==> config.mk <==
export PLATFORM = sky130hd
export DESIGN_NAME = hazard_ctrl
export DESIGN_NICKNAME = d
export VERILOG_FILES = /design/src/rtl/hazard_pkg.sv /design/src/rtl/hazard_ctrl_fwd_select.sv /design/src/rtl/hazard_ctrl.sv
export SDC_FILE = /design/constraint.sdc
export NUM_CORES = 1
export LEC_CHECK = 0
export CAP_MARGIN = 20
export CORE_UTILIZATION = 46
export CTS_BUF_LIST = sky130_fd_sc_hd__clkbuf_8
export DETAILED_ROUTE_END_ITERATION = 12
export PLACE_DENSITY = 0.8
export SYNTH_ARGS = -nofsm -noshare
export SYNTH_HDL_FRONTEND = slang
export SYNTH_SLANG_ARGS = --single-unit
==> constraint.sdc <==
create_clock -name clk -period 2.6 [get_ports clk]
set_clock_uncertainty 0.15 [all_clocks]
set_input_delay 0.65 -clock clk [delete_from_list [all_inputs] [get_ports clk]]
set_output_delay 0.65 -clock clk [all_outputs]
set_load 0.005 [all_outputs]
==> src/rtl/hazard_pkg.sv <==
// Shared types and constants for the pipeline hazard controller.
// Holds forwarding select / FSM state enums and the load result-select code.
// Also provides a saturating increment used by the performance counters.
package hazard_pkg;

    typedef enum logic [1:0] {
        FWD_RF = 2'b00,
        FWD_W  = 2'b01,
        FWD_M  = 2'b10
    } fwd_sel_t;

    typedef enum logic [1:0] {
        RUN      = 2'b00,
        MEM_WAIT = 2'b01,
        TIMEOUT  = 2'b10
    } hz_state_t;

    localparam logic [1:0] RESULT_SRC_LOAD = 2'b01;

    function automatic logic [31:0] sat_inc(input logic [31:0] v);
        return (v == 32'hFFFF_FFFF) ? v : v + 32'd1;
    endfunction

endpackage

==> src/rtl/hazard_ctrl_fwd_select.sv <==
// Operand forwarding select for one ALU source in Execute.
// Ports: rs (source reg), rd_m/reg_write_m, rd_w/reg_write_w -> sel.
// Purely combinational; Memory stage wins over Writeback, x0 never forwards.
module fwd_select
    import hazard_pkg::*;
(
    input  logic [4:0] rs,
    input  logic [4:0] rd_m,
    input  logic       reg_write_m,
    input  logic [4:0] rd_w,
    input  logic       reg_write_w,
    output fwd_sel_t   sel
);

    always_comb begin
        sel = FWD_RF;
        if (reg_write_m && (rd_m != 5'd0) && (rd_m == rs)) begin
            sel = FWD_M;
        end else if (reg_write_w && (rd_w != 5'd0) && (rd_w == rs)) begin
            sel = FWD_W;
        end
    end

endmodule

==> src/rtl/hazard_ctrl.sv <==
// Pipeline hazard controller: forwarding, load-use stall, branch flush, memory wait/timeout.
// Ports: decode/execute/memory/writeback register ids in; stall/flush/forward selects,
// sticky mem_timeout and saturating stall/flush performance counters out. Outputs combinational.
module hazard_ctrl
    import hazard_pkg::*;
#(
    parameter int MEM_TIMEOUT = 64
) (
    input  logic        clk,
    input  logic        rst,
    input  logic [4:0]  rs1_d,
    input  logic [4:0]  rs2_d,
    input  logic [4:0]  rs1_e,
    input  logic [4:0]  rs2_e,
    input  logic [4:0]  rd_e,
    input  logic [1:0]  result_src_e,
    input  logic        pc_src_e,
    input  logic        reg_write_m,
    input  logic [4:0]  rd_m,
    input  logic        reg_write_w,
    input  logic [4:0]  rd_w,
    input  logic        mem_req_m,
    input  logic        mem_ready,
    output logic        stall_f,
    output logic        stall_d,
    output logic        stall_e,
    output logic        stall_m,
    output logic        flush_d,
    output logic        flush_e,
    output logic        flush_w,
    output logic [1:0]  forward_a_e,
    output logic [1:0]  forward_b_e,
    output logic        mem_timeout,
    output logic [31:0] stall_cycles,
    output logic [31:0] flush_count
);

    // Wait counter value seen in the last permitted stall cycle.
    localparam logic [7:0] WAIT_LAST = 8'(MEM_TIMEOUT - 1);

    hz_state_t   state_q, state_d;
    logic [7:0]  wait_q, wait_d;
    logic [31:0] stall_cnt_q;
    logic [31:0] flush_cnt_q;

    fwd_sel_t fwd_a;
    fwd_sel_t fwd_b;

    logic mem_mstall;
    logic load_use;
    logic branch_flush;

    fwd_select u_fwd_a (
        .rs          (rs1_e),
        .rd_m        (rd_m),
        .reg_write_m (reg_write_m),
        .rd_w        (rd_w),
        .reg_write_w (reg_write_w),
        .sel         (fwd_a)
    );

    fwd_select u_fwd_b (
        .rs          (rs2_e),
        .rd_m        (rd_m),
        .reg_write_m (reg_write_m),
        .rd_w        (rd_w),
        .reg_write_w (reg_write_w),
        .sel         (fwd_b)
    );

    assign mem_mstall = mem_req_m & ~mem_ready;
    assign load_use   = (result_src_e == RESULT_SRC_LOAD) && (rd_e != 5'd0) &&
                        ((rd_e == rs1_d) || (rd_e == rs2_d));

    always_comb begin
        state_d      = state_q;
        wait_d       = wait_q;
        stall_f      = 1'b0;
        stall_d      = 1'b0;
        stall_e      = 1'b0;
        stall_m      = 1'b0;
        flush_d      = 1'b0;
        flush_e      = 1'b0;
        flush_w      = 1'b0;
        branch_flush = 1'b0;

        case (state_q)
            RUN: begin
                // The first stalled cycle already counts toward the timeout.
                if (mem_mstall) begin
                    state_d = MEM_WAIT;
                    wait_d  = 8'd1;
                end
            end
            MEM_WAIT: begin
                if (!mem_mstall) begin
                    state_d = RUN;
                    wait_d  = 8'd0;
                end else if (wait_q == WAIT_LAST) begin
                    state_d = TIMEOUT;
                end else begin
                    wait_d = wait_q + 8'd1;
                end
            end
            TIMEOUT: begin
                state_d = TIMEOUT;
            end
            default: begin
                state_d = RUN;
                wait_d  = 8'd0;
            end
        endcase

        if (!rst) begin
            if ((state_q == TIMEOUT) || mem_mstall) begin
                // Freeze everything up to EX/MEM; a pending branch or load-use
                // stays in its pipeline register and acts once memory answers.
                stall_f = 1'b1;
                stall_d = 1'b1;
                stall_e = 1'b1;
                stall_m = 1'b1;
                flush_w = 1'b1;
            end else if (pc_src_e) begin
                // The load-use bubble is moot: the dependent instruction is squashed.
                flush_d      = 1'b1;
                flush_e      = 1'b1;
                branch_flush = 1'b1;
            end else if (load_use) begin
                stall_f = 1'b1;
                stall_d = 1'b1;
                flush_e = 1'b1;
            end
        end
    end

    always_ff @(posedge clk) begin
        if (rst) begin
            state_q     <= RUN;
            wait_q      <= 8'd0;
            stall_cnt_q <= 32'd0;
            flush_cnt_q <= 32'd0;
        end else begin
            state_q <= state_d;
            wait_q  <= wait_d;
            if (stall_f) begin
                stall_cnt_q <= sat_inc(stall_cnt_q);
            end
            if (branch_flush) begin
                flush_cnt_q <= sat_inc(flush_cnt_q);
            end
        end
    end

    // Reset blanks every output immediately, not only after the edge.
    assign forward_a_e  = rst ? 2'b00 : fwd_a;
    assign forward_b_e  = rst ? 2'b00 : fwd_b;
    assign mem_timeout  = ~rst & (state_q == TIMEOUT);
    assign stall_cycles = rst ? 32'd0 : stall_cnt_q;
    assign flush_count  = rst ? 32'd0 : flush_cnt_q;

endmodule
# Yosys cells after proc, flatten, opt, wreduce, memory -nomap -nowiden
# Cells that the tools add are included.
[classes]
div = 0
n_eq_ne = 15
magnitude_cmp = 0
multipliers = 0
n_bitwise = 7
shifts = 0
n_reduce_logical = 18
mux = 28
add_sub_neg = 3
[op_table]
columns = ["cell", "n"]
rows = [
  ["adder 32 x 1 -> 32 bit (second input constant)", 2],
  ["equality test 32 bit (second input constant)", 2],
  ["2-to-1 mux 32 bit", 2],
  ["equality test 5 bit", 6],
  ["2-to-1 mux 8 bit", 3],
  ["one-hot mux 8 bit (3 select lines)", 1],
  ["nonzero test 5 bit", 3],
  ["2-to-1 mux 1 bit", 14],
  ["2-to-1 mux 2 bit", 7],
  ["adder 8 x 1 -> 8 bit (second input constant)", 1],
  ["equality test 8 x 6 -> 1 bit (second input constant)", 1],
  ["logical AND 1 bit", 8],
  ["!= test 3 bit (second input constant)", 2],
  ["one-hot mux 2 bit (3 select lines)", 1],
  ["AND reduction 2 bit", 3],
  ["NOT 1 bit", 5],
  ["equality test 2 x 1 -> 1 bit (second input constant)", 2],
  ["AND reduction 3 bit", 1],
  ["bitwise AND 1 bit", 2],
  ["equality test 2 bit (second input constant)", 1],
  ["logical NOT 2 bit", 1],
  ["logical OR 1 bit", 2],
  ["!= test 2 bit (second input constant)", 1],
]
[word_totals]
romBits = 0
register_bits = 74
inputBits = 44
out_inout_bits = 76
wordCells = 75
latchBits = 0
memories = 0
mem_bits_rw = 0

# Depth between registers and ports, before layout
[depth]
word_depth = 8
ltp_mapped = 9
depth_no_buf = 7

# Cells and area by module
# A second synthesis with hierarchy kept.
[unflattened]
cells_unflattened = 544
area_unflattened_um2 = 4419.2
[by_module_without_submodules]
columns = ["mod", "instances", "cells_each", "area_per_inst_um2", "seq_area_each_um2"]
rows = [
  ["hazard_ctrl", 1, 504, 4116.4, 1481.4],
  ["fwd_select", 2, 20, 151.4, 0.0],
]

# Least setup slack after synthesis
# No wires, ideal clock.
[synth_timing]
path_kind = "input port to output port"
startpoint = "in rd_m[0]"
endpoint = "out forward_a_e[0]"
path_buffers = 0
t_required_ns = 1.800
cell_stages = 4
t_arrival_ns = 1.875
setup_slack_ns = -0.075
path_cell_list = "or4_1 -> o21ai_0 -> nor3_1 -> nor4_1"
[synth_via]
elab_chain_cells = 5
word_cells_on_any_way = 6
cone_classes = "1 x eq/ne; 2 x mux; 3 x reduce/logical"
[synth_lines]
columns = ["element", "line", "source"]
rows = [
  ["start, declared", "hazard_ctrl.sv:19", "input logic [4:0] rd_m,"],
  ["nonzero test 5 bit", "hazard_ctrl_fwd_select.sv:17", "if (reg_write_m && (rd_m != 5'd0) && (rd_m == rs)) begin"],
  ["logical AND 1 bit", "hazard_ctrl_fwd_select.sv:17", ""],
  ["logical AND 1 bit (*)", "hazard_ctrl_fwd_select.sv:17", ""],
  ["2-to-1 mux 2 bit (*)", "hazard_ctrl_fwd_select.sv:17", ""],
  ["2-to-1 mux 2 bit (*)", "hazard_ctrl.sv:155", "assign forward_a_e = rst ? 2'b00 : fwd_a;"],
  ["end, declared", "hazard_ctrl.sv:31", "output logic [1:0] forward_a_e,"],
]
# Mark *: on every way between the ends. The rest lies on a longest branch, timed or not.

# Final worst setup path
[layout_timing]
startpoint = "in rd_w[2]"
endpoint = "out forward_b_e[0]"
[layout_via]
elab_chain_cells = 6
word_cells_on_any_way = 7
cone_classes = "1 x eq/ne; 3 x mux; 3 x reduce/logical"
[layout_lines]
columns = ["element", "line", "source"]
rows = [
  ["start, declared", "hazard_ctrl.sv:21", "input logic [4:0] rd_w,"],
  ["nonzero test 5 bit", "hazard_ctrl_fwd_select.sv:19", "end else if (reg_write_w && (rd_w != 5'd0) && (rd_w == rs)) begin"],
  ["logical AND 1 bit", "hazard_ctrl_fwd_select.sv:19", ""],
  ["logical AND 1 bit (*)", "hazard_ctrl_fwd_select.sv:19", ""],
  ["2-to-1 mux 1 bit (*)", "hazard_ctrl_fwd_select.sv:19", ""],
  ["2-to-1 mux 2 bit (*)", "hazard_ctrl_fwd_select.sv:17", ""],
  ["2-to-1 mux 2 bit (*)", "hazard_ctrl.sv:156", "assign forward_b_e = rst ? 2'b00 : fwd_b;"],
  ["end, declared", "hazard_ctrl.sv:32", "output logic [1:0] forward_b_e,"],
]
# Marked as above.

==> flow_summary.yaml <==
run_status:
  status: "finished with violations"
  violations: "setup timing"
sta:
  tightest_slew_ps: 551
  slew_headroom_pct: 63.3
  fin_ws_ps: -209
  finalCritPeriodShare_pct: 108
  setup_viol: 11
  rsz0062_at_grt: "true"
  period_needed_ps: 2810
  fmax_ghz: 0.356
  hold_viol_final: 0
  finalMaxSlewViolations: 0
synth:
  synth.area.mux_share_pct: 4.23
  async_flop_share_pct: 0
  synth_top_family_by_area: "simple AND/OR/NAND/NOR gates"
  synth_fa_ha_area_share_pct: 0.835
  synth_edf_count: 0
  synth-compound-area-share_pct: 7.07
  synth_warnings: 0
  synth-simple-area-share_pct: 38.8
  synth_top_area_share_pct: 32.9
  synth_top_cell_by_area: "dfxtp_1"
  ys_seq_area_share_pct: 32.9
  syn-num-nets: 615
  netlist_instances: 568
  synthFlopType: "dfxtp_1"
  synth_cell_types: 52
  yosys_register_bits: 74
  synth.avg_cell_area_um2: 7.92
  synth_area_leaders: "dfxtp_1 (33%), nor2b_1 (8.1%), xnor2_1 (7.8%)"
  synthXorXnorAreaFrac_pct: 11.9
  syn_area_um2: 4500
setup_path:
  cp_num_buf_inv: 3
  worstSetupStartpointType: "input port"
  max_stage_delay_ps: 530
  crit_path_end_kind: "output port"
  slowest_stage: "or4_4"
  worst_ep_arrival_time_ps: 2010
  path_max_fanout: 2
  crit_family: "simple AND/OR/NAND/NOR gates"
  worstSetupPathType: "input port to output port"
  path_cells: "buf_6, buf_6, xor2_1, or4_4, nor4_2, buf_2"
  worstPathRequired_ps: 1800
  path_common_cell: "buf_6"
floorplanning:
  die_height_um: 101
  core_area_um2: 9370
  die_x_um: 101
  start_util_pct: 48.0
  ioPinCount: 120
  num_rows: 35
  die-area_um2: 10200
clocking:
  cts.htree.levels: 3
  clock_latency_ps: 360
  clk_pin_slew_ps: 80
  cts_tree: "built"
  cts_root_buf: "clkbuf_8"
  clockBufferDepth: 2
  cts_buffers: 9
  clock-sinks: 74
global_routing:
  overflow: 0
  grt_max_degree: 37
  grt_pass1_wl_um: 23300
  grt_pass1_vias: 4991
  antenna_found_initial: 0
  grtUsageTotal_pct: 29.1
place:
  portBuffers: 119
  place_hpwl_um: 9320
  gp_congestion: 0.874
  dp_cells: 856
detailed_routing:
  wl_um: 14600
  drtAntennaViolNets: 0
  post_drt_wl_per_cell_um: 16.4
  drc_errors: 0
  drtPass1Iterations: 7
  via_per_inst: 5.65
  dr_total_vias: 5046
  drt_iter0_drc: 248
power:
  power_density_nw_per_um2: 363
  leakage_nw: 2.98
  peakVddDrop_mv: 0.223
final_layout:
  antenna-diode-count: 0
  syn2layout_area_growth_pct: 56.6
  final_core_util_pct: 75.1
  final_nets: 807
  layout-drive-gt1-share_pct: 28.8
  final_cells: 893
min_path:
  hold_path_class: "flip-flop to flip-flop"
run:
  maxCapViolCount: 0
-- cells in the mapped netlist, types with 6 or more instances --
| cell type | instances |
|---|---|
| mux2_2 | 11 |
| inv_1 | 16 |
| or3_1 | 6 |
| nor2b_1 | 58 |
| nor4_1 | 16 |
| nor3_1 | 18 |
| and3_1 | 11 |
| xnor2_1 | 40 |
| nand4_1 | 20 |
| nand3_1 | 31 |
| dfxtp_1 | 74 |
| nand2_1 | 43 |
| xor2_1 | 21 |
| and4_1 | 6 |
| a21oi_1 | 8 |
| o21ai_0 | 21 |
| or4_1 | 20 |
| clkbuf_1 | 15 |
| nor2_1 | 73 |
-- area by class of cell --
type / count / area [um2]
flip-flops and latches: 74 / 1480
inverters: 16 / 60.1
well taps: 129 / 161
clock inverters: 6 / 92.6
multi-input cells: 455 / 3260
repair buffers: 204 / 1860
fillers: 692 / 2330
clock buffers: 9 / 124
-- state kept, by name (all words and copies together) (netlist names) --
| register | cells |
|---|---|
| state_q | 2 |
| stall_cnt_q | 32 |
| flush_cnt_q | 32 |
| wait_q | 8 |
-- logic make-up after synthesis --
kind of cell,Yosys count
AO/OA/AOI/OAI,51
XOR/XNOR,61
adder cells (fa/ha/maj),3
buffers and inverters,41
flip-flops,74
multiplexers,17
AND/OR/NAND/NOR,321
-- layout by cell type, fill, tap and decap left out, types with 5 or more instances in the layout --
cell type	instances
o21ai_0	19
buf_4	71
buf_6	17
or4_4	5
nor4_2	5
nor4_1	9
nand3_1	29
a21oi_1	8
nor2b_1	34
clkbuf_2	5
or4_1	15
nor2_1	68
xnor2_1	33
or3_1	6
nand4_1	20
nand2_1	43
clkdlybuf4s15_1	6
inv_1	14
dlygate4sd2_1	40
and4_1	6
dlymetal6s2s_1	5
buf_12	5
mux2_2	11
and3_1	11
nor2b_2	20
nor3_1	14
clkbuf_8	9
xor2_1	21
dfxtp_1	74
buf_2	15
clkdlybuf4s50_1	34
-- power by group --
group	internal, mW	switching [mW]
logic	0.217	0.188
registers	1.14	0.00593
clock network	0.538	0.472
-- routing by layer --
layer / up-vias / global-route usage (%) / routed length, um
li1: 2391 / - / -
met1: 2345 / 32.1 / 5640
met2: 244 / 52.5 / 7410
met3: 66 / 6.66 / 955
met4: 0 / 14.4 / 606
met5: - / 0 / 0
-- worst paths after layout --
path,start,endpoint,slack (ps),cells past startpoint
hold / removal,stall_cnt_q[14],stall_cnt_q[14],320,1
setup / recovery,rd_w[2],forward_b_e[0],-210,6
setup reg to reg,state_q[1],stall_cnt_q[8],190,10
hold reg to reg,stall_cnt_q[14],stall_cnt_q[14],320,1
-- timing repair --
action,CTS,global route
buffers inserted,15,5
hold buffers,0,0
endpoints found under the setup margin,93,49
resized for setup,244,64
pin swaps,35,21
cloned,4,0
-- through the flow --
step           instance area (um2)  worst slack (ps)  total power [mW]  setup TNS (ps)  hold WS [ps]
2_1_floorplan                 4500              16.2              1.29               0           275
3_3_place_gp                  6220             -1010              1.46          -32690           295
3_5_place_dp                  6220             -1030              1.47          -36670           298
4_1_cts                       6840              -208              2.52            -594           314
5_1_grt                       7040              -279              2.64           -1300           357
6_report                      7040              -209              2.56            -802           318
Power figures use the tool's default switching activity.
